==> src/rtl/fc_pkg.sv <==
// Shared definitions for the FC pass sequencer: state encoding and
// elaboration-time helpers for the derived layer constants.
package fc_pkg;

   typedef enum logic [2:0] {
      ST_IDLE  = 3'd0,
      ST_RUN   = 3'd1,
      ST_DRAIN = 3'd2,
      ST_WRITE = 3'd3,
      ST_DONE  = 3'd4
   } fc_state_t;

   function automatic int unsigned fc_clog2(input int unsigned n);
      int unsigned r;
      r = 0;
      for (int unsigned i = 0; i < 32; i++) begin
         if ((32'd1 << i) < n) r = i + 1;
      end
      return r;
   endfunction

   // Counter/select width; never narrower than one bit.
   function automatic int unsigned fc_width(input int unsigned n);
      return (n < 2) ? 1 : fc_clog2(n);
   endfunction

   function automatic int unsigned fc_beats(input int unsigned inneuron);
      return inneuron / 2;
   endfunction

   function automatic int unsigned fc_half(input int unsigned inneuron, input int unsigned pi);
      return inneuron / (2 * pi);
   endfunction

   function automatic int unsigned fc_passes(input int unsigned outneuron, input int unsigned po);
      return outneuron / po;
   endfunction

endpackage

==> src/rtl/fc_beat_counter.sv <==
// Beat, PI-lane and packed-word counters for one pass; they hold while not
// advanced and saturate on the last beat until explicitly cleared.
module fc_beat_counter
   import fc_pkg::*;
#(
   parameter int unsigned BEATS  = 4,
   parameter int unsigned PI     = 2,
   parameter int unsigned BEAT_W = 2,
   parameter int unsigned LANE_W = 1,
   parameter int unsigned J_W    = 1
) (
   input  logic              clock,
   input  logic              reset,
   input  logic              clear,
   input  logic              advance,
   output logic [BEAT_W-1:0] beat,
   output logic [LANE_W-1:0] lane,
   output logic [J_W-1:0]    j,
   output logic              last_c
);

   assign last_c = (beat == BEAT_W'(BEATS - 1));

   always_ff @(posedge clock or negedge reset) begin
      if (!reset) begin
         beat <= '0;
         lane <= '0;
         j    <= '0;
      end else if (clear) begin
         beat <= '0;
         lane <= '0;
         j    <= '0;
      end else if (advance && !last_c) begin
         beat <= beat + BEAT_W'(1);
         // The packed word index moves on only when the lane select wraps.
         if (lane == LANE_W'(PI - 1)) begin
            lane <= '0;
            j    <= j + J_W'(1);
         end else begin
            lane <= lane + LANE_W'(1);
         end
      end
   end

endmodule

==> src/rtl/fc_pass_sequencer.sv <==
// Sequences one fully-connected layer: per pass it streams input/weight reads,
// drives the MAC controls, drains the MAC pipeline and writes PO results back.
module fc_pass_sequencer
   import fc_pkg::*;
#(
   parameter int unsigned INNEURON   = 8,
   parameter int unsigned OUTNEURON  = 4,
   parameter int unsigned PI         = 2,
   parameter int unsigned PO         = 2,
   parameter int unsigned IN_ADDR_W  = 4,
   parameter int unsigned W_ADDR_W   = 6,
   parameter int unsigned OUT_ADDR_W = 4,
   parameter int unsigned MAC_LAT    = 3
) (
   input  logic                    clock,
   input  logic                    reset,
   input  logic                    start,
   input  logic                    stall,
   output logic                    busy,
   output logic                    done,
   output logic [IN_ADDR_W-1:0]    in_addra,
   output logic [IN_ADDR_W-1:0]    in_addrb,
   output logic                    in_rden,
   output logic [fc_width(PI)-1:0] lane_sel,
   output logic [W_ADDR_W-1:0]     w_addr,
   output logic                    w_rden,
   output logic                    enable_mult,
   output logic                    accum_sload,
   output logic                    clear_mult,
   output logic                    wr_en,
   output logic [OUT_ADDR_W-1:0]   wr_addr
);

   localparam int unsigned BEATS   = fc_beats(INNEURON);
   localparam int unsigned HALF    = fc_half(INNEURON, PI);
   localparam int unsigned PASSES  = fc_passes(OUTNEURON, PO);
   localparam int unsigned BEAT_W  = fc_width(BEATS);
   localparam int unsigned LANE_W  = fc_width(PI);
   localparam int unsigned J_W     = fc_width(HALF);
   localparam int unsigned PASS_W  = fc_width(PASSES);
   localparam int unsigned DRAIN_W = fc_width(MAC_LAT + 1);

   fc_state_t          state, state_nx;
   logic [PASS_W-1:0]  pass, pass_nx;
   logic [DRAIN_W-1:0] drain, drain_nx;
   logic               valid_d, first_d;
   logic [BEAT_W-1:0]  beat;
   logic [LANE_W-1:0]  lane;
   logic [J_W-1:0]     j;
   logic               last_c, cnt_clear, cnt_adv;

   fc_beat_counter #(
      .BEATS (BEATS),
      .PI    (PI),
      .BEAT_W(BEAT_W),
      .LANE_W(LANE_W),
      .J_W   (J_W)
   ) u_beat (
      .clock  (clock),
      .reset  (reset),
      .clear  (cnt_clear),
      .advance(cnt_adv),
      .beat   (beat),
      .lane   (lane),
      .j      (j),
      .last_c (last_c)
   );

   always_ff @(posedge clock or negedge reset) begin
      if (!reset) begin
         state <= ST_IDLE;
         pass  <= '0;
         drain <= '0;
      end else begin
         state <= state_nx;
         pass  <= pass_nx;
         drain <= drain_nx;
      end
   end

   // Beat-valid stage lines up with the 1-cycle RAM read; stall freezes it with the RAM q.
   always_ff @(posedge clock or negedge reset) begin
      if (!reset) begin
         valid_d  <= 1'b0;
         first_d  <= 1'b0;
         lane_sel <= '0;
      end else if (!stall) begin
         valid_d  <= (state == ST_RUN);
         first_d  <= (beat == '0);
         lane_sel <= lane;
      end
   end

   always_comb begin
      state_nx    = state;
      pass_nx     = pass;
      drain_nx    = drain;
      cnt_clear   = 1'b0;
      cnt_adv     = 1'b0;
      busy        = (state != ST_IDLE);
      done        = 1'b0;
      in_addra    = '0;
      in_addrb    = '0;
      in_rden     = 1'b0;
      w_addr      = '0;
      w_rden      = 1'b0;
      enable_mult = valid_d & ~stall;
      accum_sload = valid_d & first_d & ~stall;
      clear_mult  = 1'b0;
      wr_en       = 1'b0;
      wr_addr     = '0;
      case (state)
         ST_IDLE: begin
            clear_mult = 1'b1;
            if (start) begin
               state_nx  = ST_RUN;
               pass_nx   = '0;
               drain_nx  = '0;
               cnt_clear = 1'b1;
            end
         end
         ST_RUN: begin
            in_addra = IN_ADDR_W'(j);
            in_addrb = IN_ADDR_W'(j) + IN_ADDR_W'(HALF);
            w_addr   = W_ADDR_W'(pass) * W_ADDR_W'(BEATS) + W_ADDR_W'(beat);
            if (!stall) begin
               in_rden = 1'b1;
               w_rden  = 1'b1;
               cnt_adv = 1'b1;
               if (last_c) begin
                  state_nx = ST_DRAIN;
                  drain_nx = '0;
               end
            end
         end
         // First DRAIN cycle carries the last enable_mult; MAC_LAT more cycles follow.
         ST_DRAIN: begin
            if (!stall) begin
               if (drain == DRAIN_W'(MAC_LAT)) state_nx = ST_WRITE;
               else                            drain_nx = drain + DRAIN_W'(1);
            end
         end
         ST_WRITE: begin
            wr_addr = OUT_ADDR_W'(pass);
            if (!stall) begin
               wr_en = 1'b1;
               if (pass == PASS_W'(PASSES - 1)) begin
                  state_nx = ST_DONE;
               end else begin
                  pass_nx   = pass + PASS_W'(1);
                  cnt_clear = 1'b1;
                  state_nx  = ST_RUN;
               end
            end
         end
         ST_DONE: begin
            if (!stall) begin
               done     = 1'b1;
               state_nx = ST_IDLE;
            end
         end
         default: state_nx = ST_IDLE;
      endcase
   end

endmodule
==> config.mk <==
export PLATFORM = sky130hd
export DESIGN_NAME = fc_pass_sequencer
export DESIGN_NICKNAME = d
export VERILOG_FILES = /design/src/rtl/fc_pkg.sv /design/src/rtl/fc_beat_counter.sv /design/src/rtl/fc_pass_sequencer.sv
export SDC_FILE = /design/constraint.sdc
export NUM_CORES = 1
export LEC_CHECK = 0
export ABC_AREA = 1
export BUFFER_PORTS_ARGS = -buffer_cell sky130_fd_sc_hd__buf_2
export CAP_MARGIN = 20
export CELL_PAD_IN_SITES_DETAIL_PLACEMENT = 1
export CELL_PAD_IN_SITES_GLOBAL_PLACEMENT = 2
export CORE_MARGIN = 2
export CORE_UTILIZATION = 29
export DETAILED_ROUTE_END_ITERATION = 8
export PLACE_DENSITY = 0.85
export SLEW_MARGIN = 25
export SYNTH_ARGS = -nofsm -noshare
export SYNTH_HDL_FRONTEND = slang
export SYNTH_SLANG_ARGS = --single-unit
export TNS_END_PERCENT = 30
==> constraint.sdc <==
create_clock -name clock -period 4.2 [get_ports clock]
set_clock_uncertainty 0.1 [all_clocks]
set_input_delay 0.42 -clock clock [delete_from_list [all_inputs] [get_ports clock]]
set_output_delay 0.42 -clock clock [all_outputs]
set_load 0.02 [all_outputs]
# After elaboration in Yosys (flattened, before gate mapping)

Cells that the tools add are included.

Bits in registers: 13
Bits of input ports: 4
Output and inout bits: 27
Word-level logic and storage cells: 87

Add/subtract/negate cells: 7
Eq/ne operators: 14
Mux-type cells: 40
Bitwise gates (word level): 4
Reduce and logical (&&, ||, !) cells: 13

Operators by type and width:

| kind                | count |
|---|---|
| $mux 3              | 9 |
| $mux 1              | 19 |
| $pmux 3 s5          | 1 |
| $mux 2              | 7 |
| $ne 2x2->1 const B  | 7 |
| $reduce_and 7->1    | 1 |
| $eq 3x2->1 const B  | 2 |
| $pmux 2 s3          | 1 |
| $reduce_and 6->1    | 1 |
| $reduce_bool 2->1   | 3 |
| $reduce_bool 3->1   | 2 |
| $add 2x1->2 const B | 2 |
| $add 3x2->4         | 1 |
| $eq 2x2->1 const B  | 2 |
| $mux 4              | 1 |
| $pmux 1 s2          | 2 |
| $add 1x1->1 const B | 3 |
| $add 1x2->3 const B | 1 |
| $and 1x1->1         | 3 |
| $eq 3x1->1 const B  | 1 |
| $eq 3x3->1 const B  | 1 |
| $logic_not 3->1     | 1 |
| $reduce_and 3->1    | 1 |
| $logic_not 2->1     | 1 |
| other kinds (5)     | 5 |

# Logic depth before layout (Yosys ltp)

Gate-level depths: netlist (run 1).

Depth after elaboration: 5
Depth in mapped cells: 9
Gate-level depth less buffers: 8

# Cells and area by module

From an unflattened synthesis (run 1), not the netlist that was laid out.

Cells, all modules: 133
Area, all modules: 953.4 um^2

By module, submodules not included:

| module            | instances | cells each | area each (um^2) | sequential area each (um^2) |
|---|---|---|---|---|
| fc_pass_sequencer | 1         | 108        | 753.2            | 225.2 |
| fc_beat_counter   | 1         | 25         | 200.2            | 100.1 |

# Least setup slack after synthesis (run 1)

OpenSTA, ideal clock, no wires.

Path kind: input to output
Start: input port stall
End: output port done
Arrival: 1.386 ns
Data required time: 3.680 ns
Setup slack: 2.294 ns
Stages on the path: 3
Path buffers: 2
Cells stage by stage: clkbuf_2 -> buf_2 -> nor4_1

Cells in the longest elaborated chain, start to end: 2

RTL lines:

| what        | line                     | RTL |
|---|---|---|
| from (decl) | fc_pass_sequencer.sv:18  | `input logic stall,` |
| $mux 1      | fc_pass_sequencer.sv:157 | `if (!stall) begin` |
| $mux 1      | fc_pass_sequencer.sv:112 | `case (state)` |
| to (decl)   | fc_pass_sequencer.sv:20  | `output logic done,` |

Every way passes these cells.

# Worst setup path in the final report (run 1)

Start: register state[1]
End: output port wr_addr[0]

Cells in the longest elaborated chain, start to end: 2

RTL lines:

| what                   | line                     | RTL |
|---|---|---|
| from (decl)            | fc_pass_sequencer.sv:43  | `fc_state_t state, state_nx;` |
| from (signal assigned) | fc_pass_sequencer.sv:75  | `state <= state_nx;` |
| $eq 3x2->1             | fc_pass_sequencer.sv:112 |  |
| $mux 1                 | fc_pass_sequencer.sv:112 |  |
| to (decl)              | fc_pass_sequencer.sv:31  | `output logic [OUT_ADDR_W-1:0] wr_addr` |

Every way passes these cells.

==> flow_metrics.py, run 1 <==
metrics = {
    "logic_synthesis": {
        "syn_area_um2": 985,
        "syn_area_per_cell_um2": 7.24,
        "synthTopCellsByArea": "dfrtp_1 (33%), nand2_1 (13%), buf_4 (11%)",
        "yosysTopAreaCell": "dfrtp_1",
        "yosysSeqAreaShare": 0.330,
        "synth_cell_types": 23,
        "yosysWarnings": 0,
        "ys_ff_latch": 13,
        "synth_top_area_frac": 0.330,
        "syn_inst": 136,
    },
    "run": {
        "maxCapViolCount": 0,
    },
    "floorplan": {
        "core_area_mm2": 0.00331,
        "die_h_um": 62.3,
        "ios": 31,
        "die-area_mm2": 0.00388,
        "rows": 21,
        "start_util": 0.297,
        "fp.dieW_um": 62.3,
    },
    "place": {
        "dp_slack_ns": 2.50,
        "gp_congestion": 0.776,
        "hpwl_um": 1690,
        "io_buffers": 19,
    },
    "worst_setup_path": {
        "critical_path_class": "register to output pin",
        "critical_path.max_stage_delay_ns": 0.51,
        "crit_required_ns": 3.68,
        "crit_path_cell_trace": "inv_1 -> nor2_4 -> nand2_1 -> nor2_1 -> buf_2",
        "worstSetupStartpointType": "register",
        "path_max_fanout": 8,
        "cp.arrival_ns": 1.48,
        "worst_path_max_delay_cell": "dfrtp_1",
        "cp-end-kind": "output pin",
    },
    "timing": {
        "finalHoldViolCount": 0,
        "fmax_mhz": 500,
        "fin_crit_sh": 0.476,
        "rsz0062_at_grt": "false",
        "slew_viol_final": 0,
        "tns_ns": 0,
        "fin_ws_ns": 2.20,
        "setup_viol": 0,
        "min_period_ns": 2.00,
    },
    "layout": {
        "final_nets": 161,
        "multi_input_area_um2": 510,
        "ff_latch_area_um2": 325,
        "drive_gt1_frac": 0.242,
        "area_growth_pct": 10.5,
        "fillers": 438,
        "n_antenna_cell": 0,
    },
    "global_routing": {
        "antenna_found_initial": 0,
        "grt_pass1_vias": 846,
        "gr-total-overflow": 0,
        "grt.total_usage": 0.118,
        "grt_pass1_wl_um": 3650,
        "grt_start_max_net_pins": 17,
    },
    "worst_hold_path": {
        "min_path_type": "register to register",
    },
    "power": {
        "power_density_mw_per_mm2": 685,
        "vdd_drop_max_mv": 0.186,
        "power_mw": 0.746,
        "p_leak_nw": 0.609,
    },
    "cts": {
        "clk_pin_slew_worst_paths_ns": 0.08,
        "hold_buffers": 1,
        "cts_buffers": 3,
        "cts_root_buf": "clkbuf_4",
        "cts.repair.resized": 0,
        "clock_path_buffers": 2,
        "clkLatencyLatePin_ns": 0.27,
        "cts_setup_buffers": 0,
        "htree_levels": 1,
        "cts_sinks": 13,
        "cts_tree": "done",
    },
    "drt": {
        "vias": 848,
        "via_per_inst": 4.26,
        "initialDrtViolationCount": 38,
        "drc": 0,
        "antenna_left": 0,
        "routedWlPerCell_um": 10.4,
        "drt_first_pass_iters": 4,
        "postRouteWirelength_um": 2070,
    },
    "outcome": {
        "status": "completed",
    },
}
==> registers in the layout, summed over array words and instances, names as in the netlist <==
| signal | count |
|---|---|
| state | 3 |
| u_beat.j | 1 |
| drain | 2 |
| lane_sel | 1 |
| u_beat.beat | 2 |
| pass | 1 |
| valid_d | 1 |
| first_d | 1 |
| u_beat.lane | 1 |
==> cells by family after synthesis <==
| family | synth area share |
|---|---|
| AOI/OAI and AO/OA | 0.0381 |
| adders and majority gates | 0.0381 |
| buffers and inverters | 0.189 |
| DFF | 0.330 |
| other | 0.00381 |
| and+or+nand+nor | 0.400 |
==> layout make-up <==
type	count	area share
sequential	13	0.299
multi-input combinational	99	0.469
clock buffer	4	0.0241
tap	46	0.0529
timing repair buffer	20	0.0966
inverter	17	0.0586
==> metal layers <==
layer,share of wire,wire (µm),up-vias,global-route usage
met4,0.016,34,0,0.0611
met3,0.038,79,4,0.0199
met5,0,0,-,0
met1,0.46,960,398,0.146
li1,-,-,430,-
met2,0.48,998,16,0.197
==> power by group <==
group          total, mW  switching [mW]  internal (mW)
clock             0.0769          0.0400         0.0368
combinational      0.439           0.300          0.139
sequential         0.230          0.0564          0.173
total              0.746           0.397          0.349
==> cell usage in the layout, fill, tap and decap left out, drive strengths merged <==
| cell | count |
|---|---|
| buf | 19 |
| o21ai | 5 |
| nor3 | 1 |
| nand2 | 39 |
| nand3 | 13 |
| nand4 | 2 |
| dfrtp | 13 |
| o21bai | 1 |
| a21oi | 1 |
| clkbuf | 4 |
| inv | 17 |
| ha | 3 |
| nor4 | 1 |
| dlygate4sd3 | 1 |
| conb | 11 |
| nor2 | 22 |
==> cell usage after synthesis <==
| cell | n |
|---|---|
| nand2_2 | 3 |
| nand2_4 | 2 |
| nand3_2 | 1 |
| conb_1 | 1 |
| ha_1 | 3 |
| a21oi_1 | 1 |
| nand3_1 | 12 |
| nor2_1 | 15 |
| buf_2 | 1 |
| nor2_2 | 3 |
| nand2_1 | 34 |
| clkbuf_2 | 1 |
| buf_4 | 15 |
| inv_1 | 16 |
| o21bai_1 | 1 |
| inv_2 | 1 |
| nor2_4 | 4 |
| nand4_1 | 2 |
| dfrtp_1 | 13 |
| o21ai_0 | 4 |
| nor3_4 | 1 |
| o21ai_1 | 1 |
| nor4_1 | 1 |
==> final timing paths <==
kind / from / to / slack, ns / cells past startpoint
min in group asynchronous: reset / state[0] / 0.46 / 2
worst min register to register: lane_sel / lane_sel / 0.39 / 2
worst max-delay path: state[1] / wr_addr[0] / 2.20 / 5
worst min-delay path: lane_sel / lane_sel / 0.39 / 2
max in group asynchronous: reset / u_beat.beat[0] / 3.30 / 2
worst max register to register: state[0] / state[0] / 2.54 / 7
==> worst max-delay path, delay by kind of cell (launching register included) <==
kind                   cells  cell delay, ns
buffers and inverters      2            0.30
flip-flops                 1            0.51
AND/OR/NAND/NOR            3            0.40
==> through the flow <==
stage                     cell area [µm²]   util  std cells  hold WS, ns
after floorplan                      1020      -        146       0.0244
after global placement               1050  0.318        194        0.233
after detailed placement             1050  0.318        194        0.232
after CTS                            1090  0.329        199        0.393
after global routing                 1090  0.329        199        0.432
final                                1090  0.329        199        0.392
Note: power is estimated with default switching activity, not from simulation.
==> inputs of run 2 (changes only) <==
--- a/config.mk
+++ b/config.mk
@@ -11,9 +11,9 @@
 export CELL_PAD_IN_SITES_DETAIL_PLACEMENT = 1
 export CELL_PAD_IN_SITES_GLOBAL_PLACEMENT = 2
 export CORE_MARGIN = 2
-export CORE_UTILIZATION = 29
+export CORE_UTILIZATION = 27
 export DETAILED_ROUTE_END_ITERATION = 8
-export PLACE_DENSITY = 0.85
+export PLACE_DENSITY = 0.8
 export SLEW_MARGIN = 25
 export SYNTH_ARGS = -nofsm -noshare
 export SYNTH_HDL_FRONTEND = slang
==> constraint.sdc (replaced) <==
create_clock -name clock -period 1.9 [get_ports clock]
set_clock_uncertainty 0.1 [all_clocks]
set_input_delay 0.19 -clock clock [delete_from_list [all_inputs] [get_ports clock]]
set_output_delay 0.19 -clock clock [all_outputs]
set_load 0.02 [all_outputs]
==> run 2 against run 1 <==
Against the previous run:
- first-iteration DRC count rose by 21%
- combinational power rose by 140%
- global-route usage rose by 0.59 points
- cell count rose by 0.50%
- count of clock-buffer cells in the layout did not move
- via count rose by 3.3%
- non-clock buffer count rose by 1
- design area rose by 0.80%
- critical endpoint is now in_addrb[0]
- highest routed layer unchanged
==> flow_metrics.py, run 2 (synthesis results as in run 1) <==
metrics = {
    "outcome": {
        "status": "completed",
    },
    "worst_setup_path": {
        "cp-end-kind": "output pin",
        "worstSetupStartpointType": "register",
        "critical_path_class": "register to output pin",
        "path_delay_family": "simple AND/OR/NAND/NOR gates",
        "cp.arrival_ns": 1.44,
        "cp_num_buf_inv": 1,
        "critical_path.max_stage_delay_ns": 0.47,
        "path_max_fanout": 8,
        "crit_path_cell_trace": "nor2_4 -> nand2_4 -> nor2_1 -> buf_2",
        "crit_required_ns": 1.61,
        "worst_path_max_delay_cell": "dfrtp_1",
    },
    "floorplan": {
        "fp.dieW_um": 64.4,
        "core_area_mm2": 0.00342,
        "die-area_mm2": 0.00415,
        "start_util": 0.288,
        "rows": 21,
        "ios": 31,
        "die_h_um": 64.4,
    },
    "layout": {
        "largest-register": "state",
        "mostFrequentLayoutCells": "nand2_1 (34), buf_2 (19), inv_1 (16), nor2_1 (15)",
        "area_growth_pct": 11.4,
        "n_antenna_cell": 0,
        "reg.largest.list": "state (3), drain (2), u_beat.beat (2)",
        "largest_register_ff_count": 3,
        "final_common_cell": "nand2_1",
        "drive_gt1_frac": 0.253,
        "final_nets": 162,
    },
    "cts": {
        "clkLatencyLatePin_ns": 0.28,
        "clock_path_buffers": 2,
        "htree_levels": 1,
        "cts_buffers": 3,
        "cts_setup_buffers": 0,
        "clk_pin_slew_worst_paths_ns": 0.08,
        "cts_sinks": 13,
        "cts_tree": "done",
        "cts_root_buf": "clkbuf_4",
    },
    "worst_hold_path": {
        "min_path_type": "input pin to register",
    },
    "timing": {
        "setup_viol": 0,
        "fmax_mhz": 577,
        "finalHoldViolCount": 0,
        "rsz0062_at_grt": "false",
        "min_period_ns": 1.73,
        "tns_ns": 0,
        "fin_crit_sh": 0.912,
        "slew_viol_final": 0,
        "hold_slack_ns": 0.172,
    },
    "drt": {
        "antenna_left": 0,
        "initialDrtViolationCount": 46,
        "postRouteWirelength_um": 2340,
        "drc": 0,
        "drt_first_pass_iters": 4,
        "vias": 876,
        "via_per_inst": 4.38,
        "routedWlPerCell_um": 11.7,
    },
    "place": {
        "gp_congestion": 0.783,
        "hpwl_um": 1960,
        "io_buffers": 19,
    },
    "global_routing": {
        "antenna_found_initial": 0,
        "gr-total-overflow": 0,
        "grt_pass1_vias": 888,
        "grt_pass1_wl_um": 3930,
        "grt.total_usage": 0.124,
        "grt_start_max_net_pins": 17,
    },
    "run": {
        "maxCapViolCount": 0,
    },
    "power": {
        "vdd_drop_max_mv": 0.442,
        "power_density_mw_per_mm2": 1550,
        "p_leak_nw": 0.613,
    },
}
## run 2: worst reg2reg max path: cells and delay by family, from the launching register on
kind / cells / cell delay, ns
buf+inv: 1 / 0.10
flops: 1 / 0.38
simple gates: 6 / 0.55
fa+ha+maj: 1 / 0.24
## run 2: final timing paths
kind | end | cells past startpoint | startpoint | slack (ns)
worst max-delay path | in_addrb[0] | 4 | state[2] | 0.17
worst min-delay path | pass | 4 | start | 0.17
worst max register to register | drain[0] | 8 | u_beat.beat[1] | 0.41
worst min register to register | lane_sel | 2 | lane_sel | 0.39
max in group asynchronous | state[1] | 2 | reset | 1.21
min in group asynchronous | state[0] | 2 | reset | 0.23
## run 2: layout make-up
class / count / area, µm²
well taps: 46 / 57.6
clock buffers: 4 / 26.3
repair buffers: 21 / 113
flip-flops and latches: 13 / 327
multi-input cells: 99 / 510
inverters: 17 / 63.8
fillers: 458 / 2320
## run 2: per-stage QoR
| step | cells | setup WS [ns] | total power [mW] | cell area (µm²) | util |
|---|---|---|---|---|---|
| floorplan | 146 | 0.308 | 1.30 | 1020 | - |
| global placement | 195 | 0.421 | 1.51 | 1060 | 0.310 |
| detailed placement | 195 | 0.394 | 1.55 | 1060 | 0.310 |
| CTS | 200 | 0.0788 | 1.73 | 1100 | 0.321 |
| global route | 200 | 0.0295 | 1.88 | 1100 | 0.321 |
| finish | 200 | 0.168 | 1.70 | 1100 | 0.321 |
## run 2: repair_timing
item / CTS / global route
hold endpoints to repair: 13 / 0
hold buffers: 1 / 0
endpoints found under the setup margin: 0 / 1
gates resized for setup: 0 / 1
## run 2: power by group
group          leakage, nW  total, mW  internal, mW  switching, mW
sequential           0.168      0.484         0.386         0.0977
clock               0.0150      0.173        0.0816         0.0912
combinational        0.430       1.04         0.322          0.719
total                0.613       1.70         0.789          0.908
## run 2: per-layer routing
| layer | global-route usage | up-vias | part of all wire | wire (µm) |
|---|---|---|---|---|
| li1 | - | 431 | - | - |
| met1 | 0.148 | 420 | 0.41 | 966 |
| met2 | 0.219 | 20 | 0.52 | 1230 |
| met3 | 0.0176 | 5 | 0.044 | 102 |
| met4 | 0.0559 | 0 | 0.019 | 44 |
| met5 | 0 | - | 0 | 0 |
